===== config.mk =====
export PLATFORM = sky130hd
export DESIGN_NAME = seq_divider_flat
export DESIGN_NICKNAME = d
export VERILOG_FILES = /design/src/rtl/seq_divider_pkg.sv /design/src/rtl/seq_divider_if.sv /design/src/rtl/seq_divider_cond_negate.sv /design/src/rtl/seq_divider.sv /design/src/flat_wrapper.sv
export SDC_FILE = /design/constraint.sdc
export NUM_CORES = 1
export LEC_CHECK = 0
export ABC_AREA = 1
export CAP_MARGIN = 20
export CORE_ASPECT_RATIO = 0.8
export CORE_UTILIZATION = 60
export DETAILED_ROUTE_END_ITERATION = 8
export GPL_ROUTABILITY_DRIVEN = 0
export HOLD_SLACK_MARGIN = 0.15
export PLACE_DENSITY = 0.81
export SETUP_SLACK_MARGIN = 0.4
export SYNTH_ARGS = -nofsm -noshare
export SYNTH_HDL_FRONTEND = slang
export SYNTH_SLANG_ARGS = --single-unit

===== constraint.sdc =====
create_clock -name clk -period 3.22 [get_ports clk]
set_input_delay 0.322 -clock clk [delete_from_list [all_inputs] [get_ports clk]]
set_output_delay 0.322 -clock clk [all_outputs]
set_load 0.05 [all_outputs]

===== src/rtl/seq_divider_pkg.sv =====
// ============================================================================
// seq_divider_pkg : shared ALU divider types and constants
// Rev 1.0
// ============================================================================
`default_nettype none

package seq_divider_pkg;

    localparam int DIV_WIDTH = 32;

    localparam logic [DIV_WIDTH-1:0] DIV0_QUOT = {DIV_WIDTH{1'b1}};
    localparam logic [DIV_WIDTH-1:0] INT_MIN   = {1'b1, {(DIV_WIDTH-1){1'b0}}};

    typedef enum logic [2:0] {
        IDLE  = 3'd0,
        PREP  = 3'd1,
        ITER  = 3'd2,
        FIXUP = 3'd3,
        DONE  = 3'd4
    } div_state_t;

endpackage

`default_nettype wire


===== src/rtl/seq_divider_if.sv =====
// ============================================================================
// seq_divider_if : start/busy/done handshake between execute stage and divider
// Rev 1.0
// ============================================================================
`default_nettype none

interface seq_divider_if
    import seq_divider_pkg::*;
#(
    parameter int WIDTH = DIV_WIDTH
);
    logic             start;
    logic             is_signed;
    logic [WIDTH-1:0] dividend;
    logic [WIDTH-1:0] divisor;
    logic             busy;
    logic             done;
    logic [WIDTH-1:0] quotient;
    logic [WIDTH-1:0] remainder;
    logic             div_by_zero;
    logic             overflow;

    modport master (
        output start, is_signed, dividend, divisor,
        input  busy, done, quotient, remainder, div_by_zero, overflow
    );

    modport slave (
        input  start, is_signed, dividend, divisor,
        output busy, done, quotient, remainder, div_by_zero, overflow
    );
endinterface

`default_nettype wire


===== src/rtl/seq_divider_cond_negate.sv =====
// ============================================================================
// seq_divider_cond_negate : two's-complement negate when ctrl is set
// Rev 1.0
// ============================================================================
`default_nettype none

module seq_divider_cond_negate
    import seq_divider_pkg::*;
#(
    parameter int WIDTH = DIV_WIDTH
) (
    input  wire logic [WIDTH-1:0] value,
    input  wire logic             ctrl,
    output logic      [WIDTH-1:0] result
);

    assign result = (value ^ {WIDTH{ctrl}}) + {{(WIDTH-1){1'b0}}, ctrl};

endmodule

`default_nettype wire


===== src/rtl/seq_divider.sv =====
// ============================================================================
// seq_divider : fixed-latency radix-2 restoring divider, signed or unsigned
// Rev 1.0
// ============================================================================
`default_nettype none

module seq_divider
    import seq_divider_pkg::*;
#(
    parameter int WIDTH = DIV_WIDTH,
    parameter int CNT_W = 6
) (
    input  wire logic   clk,
    input  wire logic   rst_n,
    seq_divider_if.slave bus
);

    localparam logic [WIDTH-1:0] C_ALL_ONES = {WIDTH{1'b1}};
    localparam logic [WIDTH-1:0] C_INT_MIN  = {1'b1, {(WIDTH-1){1'b0}}};
    localparam logic [CNT_W-1:0] C_LAST     = CNT_W'(WIDTH - 1);

    generate
        if (WIDTH < 8 || (WIDTH % 2) != 0 || (2 ** CNT_W) <= WIDTH) begin : g_bad_params
            $error("seq_divider: unsupported WIDTH/CNT_W combination");
        end
    endgenerate

    div_state_t       r_state;
    div_state_t       w_next;
    logic             w_busy;
    logic             w_done;

    logic             r_is_signed;
    logic [WIDTH-1:0] r_dividend;
    logic [WIDTH-1:0] r_divisor;
    logic [WIDTH-1:0] r_dvs_mag;
    logic [WIDTH-1:0] r_rem;
    logic [WIDTH-1:0] r_quo;
    logic [CNT_W-1:0] r_cnt;
    logic             r_sign_n;
    logic             r_sign_d;
    logic             r_dz;
    logic             r_ov;

    logic [WIDTH-1:0] r_quotient;
    logic [WIDTH-1:0] r_remainder;
    logic             r_div_by_zero;
    logic             r_overflow;

    logic             w_sign_n;
    logic             w_sign_d;
    logic [WIDTH-1:0] w_dvd_mag;
    logic [WIDTH-1:0] w_dvs_mag;
    logic [WIDTH-1:0] w_quo_fix;
    logic [WIDTH-1:0] w_rem_fix;
    logic [WIDTH:0]   w_rem_sh;
    logic [WIDTH:0]   w_trial;
    logic             w_borrow;

    assign w_sign_n = r_is_signed & r_dividend[WIDTH-1];
    assign w_sign_d = r_is_signed & r_divisor[WIDTH-1];

    seq_divider_cond_negate #(.WIDTH(WIDTH)) u_neg_dvd (
        .value(r_dividend), .ctrl(w_sign_n), .result(w_dvd_mag)
    );
    seq_divider_cond_negate #(.WIDTH(WIDTH)) u_neg_dvs (
        .value(r_divisor), .ctrl(w_sign_d), .result(w_dvs_mag)
    );
    seq_divider_cond_negate #(.WIDTH(WIDTH)) u_neg_quo (
        .value(r_quo), .ctrl(r_sign_n ^ r_sign_d), .result(w_quo_fix)
    );
    seq_divider_cond_negate #(.WIDTH(WIDTH)) u_neg_rem (
        .value(r_rem), .ctrl(r_sign_n), .result(w_rem_fix)
    );

    // rem < |divisor| holds each step, so the WIDTH+1-bit difference never
    // wraps and its top bit is the borrow.
    assign w_rem_sh = {r_rem, r_quo[WIDTH-1]};
    assign w_trial  = w_rem_sh - {1'b0, r_dvs_mag};
    assign w_borrow = w_trial[WIDTH];

    always_ff @(posedge clk) begin
        if (!rst_n) begin
            r_state <= IDLE;
        end else begin
            r_state <= w_next;
        end
    end

    always_comb begin
        w_next = r_state;
        case (r_state)
            IDLE:    w_next = bus.start ? PREP : IDLE;
            PREP:    w_next = ITER;
            ITER:    w_next = (r_cnt == C_LAST) ? FIXUP : ITER;
            FIXUP:   w_next = DONE;
            DONE:    w_next = IDLE;
            default: w_next = IDLE;
        endcase
    end

    always_comb begin
        w_busy = (r_state != IDLE);
        w_done = (r_state == DONE);
    end

    always_ff @(posedge clk) begin
        if (!rst_n) begin
            r_is_signed   <= 1'b0;
            r_dividend    <= '0;
            r_divisor     <= '0;
            r_dvs_mag     <= '0;
            r_rem         <= '0;
            r_quo         <= '0;
            r_cnt         <= '0;
            r_sign_n      <= 1'b0;
            r_sign_d      <= 1'b0;
            r_dz          <= 1'b0;
            r_ov          <= 1'b0;
            r_quotient    <= '0;
            r_remainder   <= '0;
            r_div_by_zero <= 1'b0;
            r_overflow    <= 1'b0;
        end else begin
            case (r_state)
                IDLE: begin
                    if (bus.start) begin
                        r_is_signed <= bus.is_signed;
                        r_dividend  <= bus.dividend;
                        r_divisor   <= bus.divisor;
                    end
                end
                PREP: begin
                    r_sign_n  <= w_sign_n;
                    r_sign_d  <= w_sign_d;
                    r_quo     <= w_dvd_mag;
                    r_dvs_mag <= w_dvs_mag;
                    r_rem     <= '0;
                    r_cnt     <= '0;
                    r_dz      <= (r_divisor == '0);
                    r_ov      <= r_is_signed && (r_dividend == C_INT_MIN) && (r_divisor == C_ALL_ONES);
                end
                ITER: begin
                    r_quo <= {r_quo[WIDTH-2:0], ~w_borrow};
                    r_rem <= w_borrow ? w_rem_sh[WIDTH-1:0] : w_trial[WIDTH-1:0];
                    r_cnt <= r_cnt + CNT_W'(1);
                end
                FIXUP: begin
                    r_div_by_zero <= r_dz;
                    r_overflow    <= r_ov;
                    if (r_dz) begin
                        r_quotient  <= C_ALL_ONES;
                        r_remainder <= r_dividend;
                    end else if (r_ov) begin
                        r_quotient  <= C_INT_MIN;
                        r_remainder <= '0;
                    end else begin
                        r_quotient  <= w_quo_fix;
                        r_remainder <= w_rem_fix;
                    end
                end
                default: ;
            endcase
        end
    end

    assign bus.busy        = w_busy;
    assign bus.done        = w_done;
    assign bus.quotient    = r_quotient;
    assign bus.remainder   = r_remainder;
    assign bus.div_by_zero = r_div_by_zero;
    assign bus.overflow    = r_overflow;

endmodule

`default_nettype wire


===== src/flat_wrapper.sv =====
// flat-port wrapper written by rule: the top's interface ports become plain ports
module seq_divider_flat import seq_divider_pkg::*;
#(
    parameter int WIDTH = DIV_WIDTH,
    parameter int CNT_W = 6
)
  (clk, rst_n, bus_start, bus_is_signed, bus_dividend, bus_divisor, bus_busy, bus_done, bus_quotient, bus_remainder, bus_div_by_zero, bus_overflow);
  seq_divider_if #(.WIDTH(WIDTH)) bus_i ();
  input  wire logic clk;
  input  wire logic rst_n;
  input wire logic [$bits(bus_i.start)-1:0] bus_start;
  input wire logic [$bits(bus_i.is_signed)-1:0] bus_is_signed;
  input wire logic [$bits(bus_i.dividend)-1:0] bus_dividend;
  input wire logic [$bits(bus_i.divisor)-1:0] bus_divisor;
  output wire logic [$bits(bus_i.busy)-1:0] bus_busy;
  output wire logic [$bits(bus_i.done)-1:0] bus_done;
  output wire logic [$bits(bus_i.quotient)-1:0] bus_quotient;
  output wire logic [$bits(bus_i.remainder)-1:0] bus_remainder;
  output wire logic [$bits(bus_i.div_by_zero)-1:0] bus_div_by_zero;
  output wire logic [$bits(bus_i.overflow)-1:0] bus_overflow;
  assign bus_i.start = bus_start;
  assign bus_i.is_signed = bus_is_signed;
  assign bus_i.dividend = bus_dividend;
  assign bus_i.divisor = bus_divisor;
  assign bus_busy = bus_i.busy;
  assign bus_done = bus_i.done;
  assign bus_quotient = bus_i.quotient;
  assign bus_remainder = bus_i.remainder;
  assign bus_div_by_zero = bus_i.div_by_zero;
  assign bus_overflow = bus_i.overflow;
  seq_divider #(.WIDTH(WIDTH), .CNT_W(CNT_W)) u_core (.clk(clk), .rst_n(rst_n), .bus(bus_i));
endmodule

# Word-level counts from Yosys, hierarchy flattened
# Cells that the tools add are included.
dict set report totals {
  elab_cells 55
  reg_bits 240
  in_bits 68
}
dict set report classes {
  eq_ne 7
  n_mux 11
  reduce_logical 7
  add_sub_neg 6
  n_bitwise 8
}
# cell n
set ops {}
lappend ops {{2-to-1 mux 32 bit} 5}
lappend ops {{adder 32 x 1 -> 32 bit} 4}
lappend ops {{one-hot mux 32 bit (2 select lines)} 2}
lappend ops {{bitwise XOR 32 bit} 4}
lappend ops {{== test 32 bit, second input constant} 2}
lappend ops {{subtractor 33 x 32 -> 33 bit} 1}
lappend ops {{logical NOT 32 bit} 1}
lappend ops {{one-hot mux 3 bit (4 select lines)} 1}
lappend ops {{one-hot mux 6 bit (2 select lines)} 1}
lappend ops {{adder 6 x 1 -> 6 bit, second input constant} 1}
lappend ops {{== test 3 x 2 -> 1 bit, second input constant} 2}
lappend ops {{== test 6 x 5 -> 1 bit, second input constant} 1}
lappend ops {{== test 3 x 1 -> 1 bit, second input constant} 1}
lappend ops {{== test 3 bit, second input constant} 1}
lappend ops {{logical NOT 3 bit} 1}
lappend ops {{nonzero test 3 bit} 1}
lappend ops {{bitwise AND 1 bit} 2}
lappend ops {{logical AND 1 bit} 2}
lappend ops {{2-to-1 mux 1 bit} 2}
lappend ops {{AND reduction 2 bit} 1}
lappend ops {{nonzero test 2 bit} 1}
lappend ops {{NOT 1 bit} 1}
lappend ops {{bitwise XOR 1 bit} 1}

# Depth between registers and ports, before layout
dict set report logic_depth {
  word_depth 5
  mapped_depth 19
  mapped_depth_nobuf 18
}

# Cells and area by module
# A second synthesis with hierarchy kept.
dict set report hier_totals {
  cells_unflattened 3401
  hier_area_um2 19243.5
}
# module seq_area_each_um2 cells_each area_per_inst_um2 instances
set modules_own_cells {}
lappend modules_own_cells {seq_divider 4804.6 1797 12321.8 1}
lappend modules_own_cells {seq_divider_cond_negate 0.0 401 1730.4 4}

# Worst setup path after synthesis
# OpenSTA, ideal clock, no wires.
dict set report synth_timing {
  path_kind {reg-to-reg}
  startpoint {register u_core.r_quo[31]}
  endpoint {register u_core.r_rem[18]}
  synth_period_minus_slack_ns 2.360
  setup_ns 0.132
  n_path_buf 1
  required_time_ns 3.088
  t_arrival_ns 2.228
  path_stages_with_launch 18
  path_slack_ns 0.860
  path_cell_list {dfxtp_1 inv_1 ha_1 inv_1 fa_1 nand2_1 nand2_1 nand3_1 nand2_1 nand2_1 nand2_1 nand2_1 nand2_1 nand2_1 clkbuf_1 nand3_1 nand3_1 a21oi_1}
}
dict set report synth_via {
  elab_chain_len 3
}
# item line
set synth_rtl {}
lappend synth_rtl {{from (decl)} seq_divider.sv:38} ;# logic [WIDTH-1:0] r_quo;
lappend synth_rtl {{from (signal assigned)} seq_divider.sv:136} ;# r_quo <= w_dvd_mag;
lappend synth_rtl {{from (signal assigned)} seq_divider.sv:144} ;# r_quo <= {r_quo[WIDTH-2:0], ~w_borrow};
lappend synth_rtl {{subtractor 33 x 32 -> 33 bit} seq_divider.sv:79} ;# assign w_trial = w_rem_sh - {1'b0, r_dvs_mag};
lappend synth_rtl {{2-to-1 mux 32 bit} seq_divider.sv:145} ;# r_rem <= w_borrow ? w_rem_sh[WIDTH-1:0] : w_trial[WIDTH-1:0];
lappend synth_rtl {{one-hot mux 32 bit (2 select lines)} seq_divider.sv:125} ;# case (r_state)
lappend synth_rtl {{to (signal assigned)} seq_divider.sv:145}
lappend synth_rtl {{to (decl)} seq_divider.sv:37} ;# logic [WIDTH-1:0] r_rem;
# Every way passes these cells.
# A chain may end at the register's enable or synchronous reset.

# Worst setup path after layout
dict set report layout_timing {
  startpoint {register u_core.r_is_signed}
  endpoint {register u_core.r_quo[20]}
}
dict set report layout_via {
  elab_chain_len 4
}
# item line
set layout_rtl {}
lappend layout_rtl {{from (decl)} seq_divider.sv:33} ;# logic r_is_signed;
lappend layout_rtl {{from (signal assigned)} seq_divider.sv:128} ;# r_is_signed <= bus.is_signed;
lappend layout_rtl {{bitwise AND 1 bit (*)} seq_divider.sv:60} ;# assign w_sign_n = r_is_signed & r_dividend[WIDTH-1];
lappend layout_rtl {{bitwise XOR 32 bit} seq_divider_cond_negate.sv:17} ;# assign result = (value ^ {WIDTH{ctrl}}) + {{(WIDTH-1){1'b0}}, ctrl};
lappend layout_rtl {{adder 32 x 1 -> 32 bit (*)} seq_divider_cond_negate.sv:17}
lappend layout_rtl {{one-hot mux 32 bit (2 select lines) (*)} seq_divider.sv:125}
# Mark *: on every way between the ends. The rest lies on a longest branch, timed or not.

==> flow_metrics.tcl <==
set metrics [dict create \
    die_area_um2 31070 \
    synth.most_common_cell "nand2_1" \
    fin_crit_sh 0.8279 \
    endpoint_kind "flop" \
    synth.area.top_cells "dfxtp_1 26%, nand2_1 18%, inv_1 9.8%" \
    num_vias 20051 \
    drc 0 \
    syn_area_um2 18220 \
    pre_cts_ws_ns 0.5453 \
    grt_max_degree 103 \
    cts_root_buf "clkbuf_16" \
    synth_cells 2975 \
    max_cap_violations 0 \
    ys.flop_type "dfxtp_1" \
    clock_skew_ns 0.03842 \
    placed_area_um2 19730 \
    diodes 0 \
    rsz0062_at_grt "yes" \
    fin_crit_ns 2.666 \
    place_hpwl_um 46550 \
    start_util 0.6161 \
    dr.pass1.iters 9 \
    tns_ns 0 \
    port_buffers 135 \
    htreeDepth 1 \
    p_leak_nw 9.057 \
    cts_sinks 240 \
    cts_buffer_depth 3 \
    grt_use_total 0.3749 \
    setup_viol 0 \
    status "completed" \
    nNetsFinal 3162 \
    ys_ff_latch 240 \
    rows 56 \
    grt_overflow 0 \
    crit_type "reg2reg" \
    final-hold-violation-count 0 \
    cts_buffers 25 \
    setup_ws_ns 0.5542 \
    ys_warn_count 0 \
    yosysUniqueCellTypes 53 \
    synthToLayoutAreaGrowth_pct 13.15 \
    ioPinCount 136 \
    relSlewSlack 0.3795 \
    design_area_um2 20610 \
    maxSlewViolCount 0 \
    async_reset_ff_frac 0 \
    grt_first_pass_wirelength_um 92400 \
    synth_top_area_share 0.2637 \
    crit_path_max_fanout 44 \
    wl_per_cell_um 17.25 \
    tightest_slew_ns 0.9294 \
    drtIter0Drc 2575 \
    arrival_ns 3.13 \
    ys_seq_area_frac 0.2637 \
    grt_pass1_vias 17360 \
    cp-start-kind "flop" \
    clk_pin_slew_ns 0.07 \
    cts_hold_buf 0 \
    synth_edf_count 0 \
    antenna_left 0 \
    antenna_found_initial 0 \
    peakVddDrop_mv 0.4105 \
    crit_required_ns 3.68 \
    hold_path.class "in2reg" \
    yosys.area.top_type "dfxtp_1" \
    clock.fmax_ghz 0.3751 \
    powerDensity_nw_per_um2 474.9 \
    vias_per_cell 5.767 \
    die_y_um 157.9 \
    core_um2 29570 \
    die-width_um 196.8 \
    wirelength_um 59990 \
    cts_tree "done" \
    drive_above_1_share 0.06317 \
    syn-mean-instance-area_um2 6.124 \
    clkLatencyLatePin_ns 0.57 \
    synth.top_cells.by_count "868 x nand2_1, 474 x inv_1, 240 x dfxtp_1, 219 x nor2_1, 215 x nand3_1" \
    syn-num-nets 3084 \
]
-- kinds of logic (layout without fill, tap and decap cells) --
| family | Yosys count | count (layout) | share of synthesized area |
|---|---|---|---|
| fa+ha+maj | 41 | 41 | 0.02857 |
| xor+xnor | 163 | 163 | 0.08887 |
| simple gates | 1493 | 1493 | 0.3553 |
| flops | 240 | 240 | 0.2637 |
| compound gates | 441 | 441 | 0.1309 |
| buf+inv | 597 | 693 | 0.1326 |
-- worst max-delay path, stage by stage, from the launching register on --
cell	delay (ns)
dfxtp_1	0.51
nand2_4	0.15
buf_12	0.23
xor2_1	0.48
nand2_1	0.18
inv_1	0.11
nand2_1	0.07
nor2_1	0.11
nand3b_1	0.11
xor2_1	0.33
nand2_1	0.12
a21oi_1	0.14
-- layout make-up --
class	count	area, µm²
tap	406	508.0
inverter	489	1841
timing repair buffer	159	1559
multi-input combinational	2138	11060
fill	2636	8956
clock inverter	14	170.2
clock buffer	31	668.1
sequential	240	4806
-- stage by stage --
stage | instances | hold WS, ns | util | power (W)
2_1_floorplan | 2975 | 0.4371 | - | 0.005695
3_3_place_gp | 3432 | 0.4494 | 0.6672 | 0.006551
3_5_place_dp | 3432 | 0.4563 | 0.6672 | 0.006617
4_1_cts | 3477 | 0.2569 | 0.6956 | 0.009616
5_1_grt | 3477 | 0.2942 | 0.6971 | 0.01022
6_report | 3477 | 0.2658 | 0.6971 | 0.009788
-- where the power goes --
group	switching (W)	internal, W
clock	0.00131	0.00173
sequential	0.000185	0.00314
combinational	0.00237	0.00106
-- final timing paths --
kind / startpoint / to / slack (ns) / cells after the start
worst max register to register: u_core.r_is_signed / u_core.r_quo[20] / 0.55 / 11
worst min register to register: u_core.bus.div_by_zero / u_core.bus.div_by_zero / 0.46 / 2
worst min-delay path: rst_n / u_core.bus.remainder[23] / 0.27 / 3
worst max-delay path: u_core.r_is_signed / u_core.r_quo[20] / 0.55 / 11
-- metal layers --
layer  vias to the layer above  GRT usage  wire, µm
met3                       194    0.08607      8481
met1                      8982     0.5502     25910
met2                      1343     0.5383     23480
met4                         0     0.1144      2111
met5                         -          0         0
li1                       9532          -         -
-- sequential cells by signal, summed over array words and instances (netlist names) --
register / count
u_core.r_quo: 32
u_core.r_cnt: 6
u_core.r_dz: 1
u_core.bus.overflow: 1
u_core.r_dividend: 32
u_core.r_is_signed: 1
u_core.r_sign_n: 1
u_core.r_dvs_mag: 32
u_core.bus.quotient: 32
u_core.r_sign_d: 1
u_core.r_divisor: 32
u_core.bus.div_by_zero: 1
u_core.bus.remainder: 32
u_core.r_ov: 1
u_core.r_rem: 32
u_core.r_state: 3
-- cell usage in the layout (no fill, tap or decap), types with 21 or more instances in the layout --
cell type and count:
o21ai_0 122, xor2_1 108, inv_1 472, clkbuf_16 25, clkdlybuf4s50_1 134, ha_1 40
nor2_2 39, nand4_1 54, nand2_1 866, dfxtp_1 239, a21oi_1 210, nor2_1 217
nor3_1 21, nand3_1 213, xnor2_1 33, a31oi_1 29
-- repair_timing --
item / CTS / global route
gates resized for setup: 0 / 10
buffers inserted: 0 / 0
endpoints found under the setup margin: 0 / 51
hold endpoints to repair: 0 / 0
No activity file was read; power rests on OpenSTA's default activity.
